**src/rtl/mic_stream_scheduler.sv**
```systemverilog
// Round-robin merge of four mic deserializer lanes into one tagged 32-bit stream.
// Each lane has a one-deep hold register. Output words are {ch, frame_cnt, sample}.
module mic_stream_scheduler #(
  parameter int SAMPLE_W = 24,
  parameter int OVF_W    = 8
) (
  input  logic                    clk,
  input  logic                    reset_n,
  input  logic                    frame_start,
  input  logic [3:0]              cfg_en,
  input  logic [3:0]              ch_valid,
  input  logic [4*SAMPLE_W-1:0]   ch_data,
  output logic                    out_valid,
  input  logic                    out_ready,
  output logic [31:0]             out_data,
  output logic [OVF_W-1:0]        ovf_count,
  input  logic                    cnt_clr
);

  // Handshake: a word transfers on any rising edge where out_valid & out_ready.
  // While out_valid is high and out_ready is low, out_data stays unchanged.

  typedef enum logic {IDLE, SEND} state_t;

  state_t              state, state_nxt;
  logic [3:0]          pending, pending_nxt;
  logic [3:0]          cand, grant_vec, strobe, drop, load;
  logic [SAMPLE_W-1:0] hold [4];
  logic [SAMPLE_W-1:0] hold_sel;
  logic [23:0]         sample_ext;
  logic [1:0]          rr_ptr, winner, scan_idx;
  logic                found, grant;
  logic [5:0]          frame_cnt;
  logic [2:0]          drop_cnt;
  logic [OVF_W+2:0]    ovf_sum;
  logic [OVF_W-1:0]    ovf_nxt;

  assign cand      = pending & cfg_en;
  assign out_valid = (state == SEND);

  // First candidate at or after rr_ptr, wrapping modulo 4.
  always_comb begin
    winner   = rr_ptr;
    found    = 1'b0;
    scan_idx = rr_ptr;
    for (int k = 0; k < 4; k++) begin
      scan_idx = rr_ptr + k[1:0];
      if (!found && cand[scan_idx]) begin
        winner = scan_idx;
        found  = 1'b1;
      end
    end
  end

  always_ff @(posedge clk or negedge reset_n) begin
    if (!reset_n) state <= IDLE;
    else          state <= state_nxt;
  end

  always_comb begin
    state_nxt = state;
    grant     = 1'b0;
    case (state)
      IDLE: begin
        if (|cand) begin
          grant     = 1'b1;
          state_nxt = SEND;
        end
      end
      SEND: begin
        if (out_ready) begin
          if (|cand) grant = 1'b1;
          else       state_nxt = IDLE;
        end
      end
      default: state_nxt = IDLE;
    endcase
  end

  // A lane granted this edge frees its hold register, so a new strobe may refill it.
  always_comb begin
    grant_vec   = grant ? (4'b0001 << winner) : 4'b0000;
    strobe      = ch_valid & cfg_en;
    drop        = strobe & pending & ~grant_vec;
    load        = strobe & ~drop;
    pending_nxt = cfg_en & (load | (pending & ~grant_vec));
  end

  always_comb begin
    hold_sel   = hold[winner];
    sample_ext = {24{hold_sel[SAMPLE_W-1]}};
    sample_ext[SAMPLE_W-1:0] = hold_sel;
  end

  always_comb begin
    drop_cnt = 3'(drop[0]) + 3'(drop[1]) + 3'(drop[2]) + 3'(drop[3]);
    ovf_sum  = {3'b000, ovf_count} + (OVF_W+3)'(drop_cnt);
    if (ovf_sum > {3'b000, {OVF_W{1'b1}}}) ovf_nxt = {OVF_W{1'b1}};
    else                                   ovf_nxt = ovf_sum[OVF_W-1:0];
  end

  always_ff @(posedge clk or negedge reset_n) begin
    if (!reset_n) begin
      out_data  <= '0;
      ovf_count <= '0;
      pending   <= '0;
      rr_ptr    <= '0;
      frame_cnt <= '0;
      for (int i = 0; i < 4; i++) hold[i] <= '0;
    end else begin
      if (grant) begin
        out_data <= {winner, frame_cnt, sample_ext};
        rr_ptr   <= winner + 2'd1;
      end
      pending <= pending_nxt;
      for (int i = 0; i < 4; i++) begin
        if (load[i]) hold[i] <= ch_data[i*SAMPLE_W +: SAMPLE_W];
      end
      if (frame_start) frame_cnt <= frame_cnt + 6'd1;
      if (cnt_clr) ovf_count <= '0;
      else         ovf_count <= ovf_nxt;
    end
  end

endmodule

```
**config.mk**
```make
export PLATFORM = sky130hd
export DESIGN_NAME = mic_stream_scheduler
export DESIGN_NICKNAME = d
export VERILOG_FILES = /design/src/rtl/mic_stream_scheduler.sv
export SDC_FILE = /design/constraint.sdc
export NUM_CORES = 1
export LEC_CHECK = 0
export CAP_MARGIN = 20
export CORE_MARGIN = 2
export CORE_UTILIZATION = 54
export CTS_CLUSTER_DIAMETER = 50
export CTS_CLUSTER_SIZE = 25
export DETAILED_ROUTE_END_ITERATION = 16
export PLACE_DENSITY = 0.95
export SYNTH_ARGS = -nofsm -noshare
export SYNTH_HDL_FRONTEND = slang
export SYNTH_SLANG_ARGS = --single-unit
```
**constraint.sdc**
```tcl
create_clock -name clk -period 6.96 [get_ports clk]
set_input_delay 2.088 -clock clk [delete_from_list [all_inputs] [get_ports clk]]
set_output_delay 2.088 -clock clk [all_outputs]
set_load 0.05 [all_outputs]
```
==> metrics.cfg <==
[grt]
grt_start_max_net_pins=81
overflow=0
grt_usage_pct=26.12
grt_pass1_vias=5109
antenna_found_initial=0
grt_pass1_wl_um=26050

[clock_network]
ctsResizeCount=0
h-tree-depth=4
clkTransAtPathRegs_ps=60
clk_latency_ps=420
cts-root-buf=clkbuf_16
tritoncts=done
cts.path.max_buffers=2
cts_buffers=17
cts_sinks=149
post_cts_buffers=0
ctsHoldBuffers=0

[placed_design]
gp_congestion=0.8580
portBuffers=149
dpl.hpwl_um=10740

[sta]
timing_hold_violations_final=0
setup_violations=0
rsz0062_at_grt=false
slew_headroom_pct=31.46
max_freq_mhz=180.6
setup_tns_ps=0
maxSlewViolCount=0
tightest_slew_ps=1026
finClkSkew_ps=5.559
finalCriticalPeriod_ps=5537
min_period_over_period_pct=79.55

[route]
drtIter0Drc=251
antenna_left=0
detail_route.wl_per_cell_um=20.51
firstDrtPassIters=4
wl_um=16410
viasPerCell=5.756
drc_errors=0
routed-via-count=4605

[logic_synthesis]
async_reset_ff_share_pct=100.0
synth_nets=613
syn_avg_cell_area_um2=13.40
yosysWarnings=0
synth.most_common_cell=dfrtp_1
yosysTopAreaCellShare_pct=56.19
synth_seq_cells=149
synth_area_leaders=dfrtp_1 56%, mux2_2 13%, mux2i_1 7.2%
yosysTopAreaCell=dfrtp_1
synth_flop_cell=dfrtp_1
synth_seq_area_share_pct=56.19
synth_common_cells=149 x dfrtp_1, 77 x mux2_2, 56 x nand2_1
synth_cell_types=46
syn_inst=495
synth_edf_count=0
netlist_area_um2=6635

[min_path]
holdPathEnd=out_data[27]$_DFFE_PN0P_
hp-class=flip-flop to flip-flop
worstHoldStart=out_data[27]$_DFFE_PN0P_
hold_depth=2

[critical_path]
cp-startpoint=cfg_en[0]
cpMaxStageDelayCell=buf_4
critical_path.max_stage_delay_ps=730
cp_max_fo=51
required_ps=7250
worst_path_dominant_cell_family=buffers and inverters
critPathCaptureType=flip-flop
regToRegSetupSlack_ps=3200
critical_path_arrival_ps=5830
r2r_cells=13
crit_type=primary input to flip-flop
worstReg2RegEnd=ovf_count[4]$_DFF_PN0_
crit_buf_inv=4
rr_startpoint=pending[0]$_DFF_PN0_
path_cells=clkdlybuf4s50_1, a22oi_1, o21ai_0, a221oi_4, buf_4, ha_1, inv_1, o211ai_1, fa_1, inv_1, fa_1, nand3_1, xor2_1, a21oi_1
critPathLaunchType=primary input

[finish]
multi_input_area_um2=2703
area_delta_synth_final_pct=32.55
fillers=764
layout-drive-gt1-share_pct=21.59
final_util_pct=73.22
regArea_um2=3729
diodes=0
nNetsFinal=759

[floorplan]
core_um2=12010
start_util_pct=55.24
die_y_um=114.8
die_w_um=114.8
rows=40
io_pins=150
dieArea_um2=13190

[run]
drv_cap=0

[pwr]
ir_drop_mv=0.2196
cellPowerDensity_nw_per_um2=389.5
p_leak_nw=3.892

[run_status]
status=completed

[per-stage QoR]
stage	hold slack, ps	area (um^2)	total power [mW]	std cells	worst slack [ps]
global route	507.5	8795	3.586	800	1184
floorplan	441.5	6635	2.099	495	1656
CTS	476.3	8795	3.446	800	1411
detailed placement	457.6	8205	2.524	769	1026
global placement	457.6	8205	2.464	769	1197
finish	472.2	8795	3.426	800	1423
[where the power goes]
part / internal (mW) / switching, mW / total [mW]
Clock: 0.554 / 0.351 / 0.905
Combinational: 0.530 / 0.707 / 1.24
Sequential: 1.12 / 0.166 / 1.28
[per-layer routing]
| layer | vias to the layer above | share of wire, % | global-route usage [%] | wire length [um] |
|---|---|---|---|---|
| met1 | 2321 | 40 | 30.86 | 6601 |
| met5 | - | 0 | 0 | 0 |
| met4 | 0 | 2.1 | 10.76 | 343 |
| met2 | 186 | 51 | 45.61 | 8418 |
| li1 | 2061 | - | - | - |
| met3 | 37 | 6.4 | 6.642 | 1047 |
[cell families after synthesis]
group,share of synthesized area [%]
flip-flops,56.19
multiplexers,24.83
AND/OR/NAND/NOR,5.639
AO/OA/AOI/OAI,6.751
buffers and inverters,3.357
XOR/XNOR,1.188
adder cells (fa/ha/maj),2.037
[worst register-to-register path, stage by stage, from the launching register on]
cell and delay [ps]:
dfrtp_1 430, a22oi_1 240, o21ai_0 170, a221oi_4 330, buf_4 730, ha_1 280
inv_1 50, o211ai_1 240, fa_1 220, inv_1 60, fa_1 480, nand3_1 150
xor2_1 160, a21oi_1 90
[layout make-up]
type,instances,share of cell area (%)
inverters,14,0.5975
clock inverters,11,1.394
multi-input cells,304,30.73
repair buffers,155,17.48
clock buffers,20,5.307
well taps,147,2.091
flip-flops and latches,149,42.40
[how the worst max path moves through the flow]
stage | slack, ps | cells past startpoint | to
detailed placement | 1030 | 14 | ovf_count[4]$_DFF_PN0_
CTS | 1410 | 14 | ovf_count[4]$_DFF_PN0_
global route | 1180 | 14 | ovf_count[4]$_DFF_PN0_
finish | 1420 | 14 | ovf_count[4]$_DFF_PN0_
floorplan | 1660 | 15 | ovf_count[4]$_DFF_PN0_
global placement | 1200 | 14 | ovf_count[4]$_DFF_PN0_
[flip-flops by register name, indices dropped and copies added, names as in the netlist]
name and flops:
out_valid 1, hold 96, frame_cnt 6, rr_ptr 2, pending 4, out_data 32
ovf_count 8
[layout by cell type, fill, tap and decap left out, types with 2 or more instances in the layout]
cell             Yosys  final
clkinvlp_4           0      4
clkbuf_8             0      3
mux2i_1             48     48
inv_6                0      2
a21boi_0             4      4
mux2_4              20     20
buf_4                3      6
dfrtp_1            149    149
xor2_1               5      5
o21ai_0              7      7
nor3b_1              2      2
fa_1                 3      3
nand3_1              4      4
mux2_2              77     77
clkbuf_16            0     17
nor3_1               2      2
and3_1               6      5
nor2_1               3      3
xnor2_1              4      4
nand4_1              2      2
nand2_1             56     56
a21oi_1              9      9
o221ai_1            24     24
clkinv_2             0      3
ha_1                 6      6
bufinv_16            0      2
clkdlybuf4s50_1      0    148
a211o_1              3      3
inv_1               14     14
No activity file was read; power rests on OpenSTA's default activity.
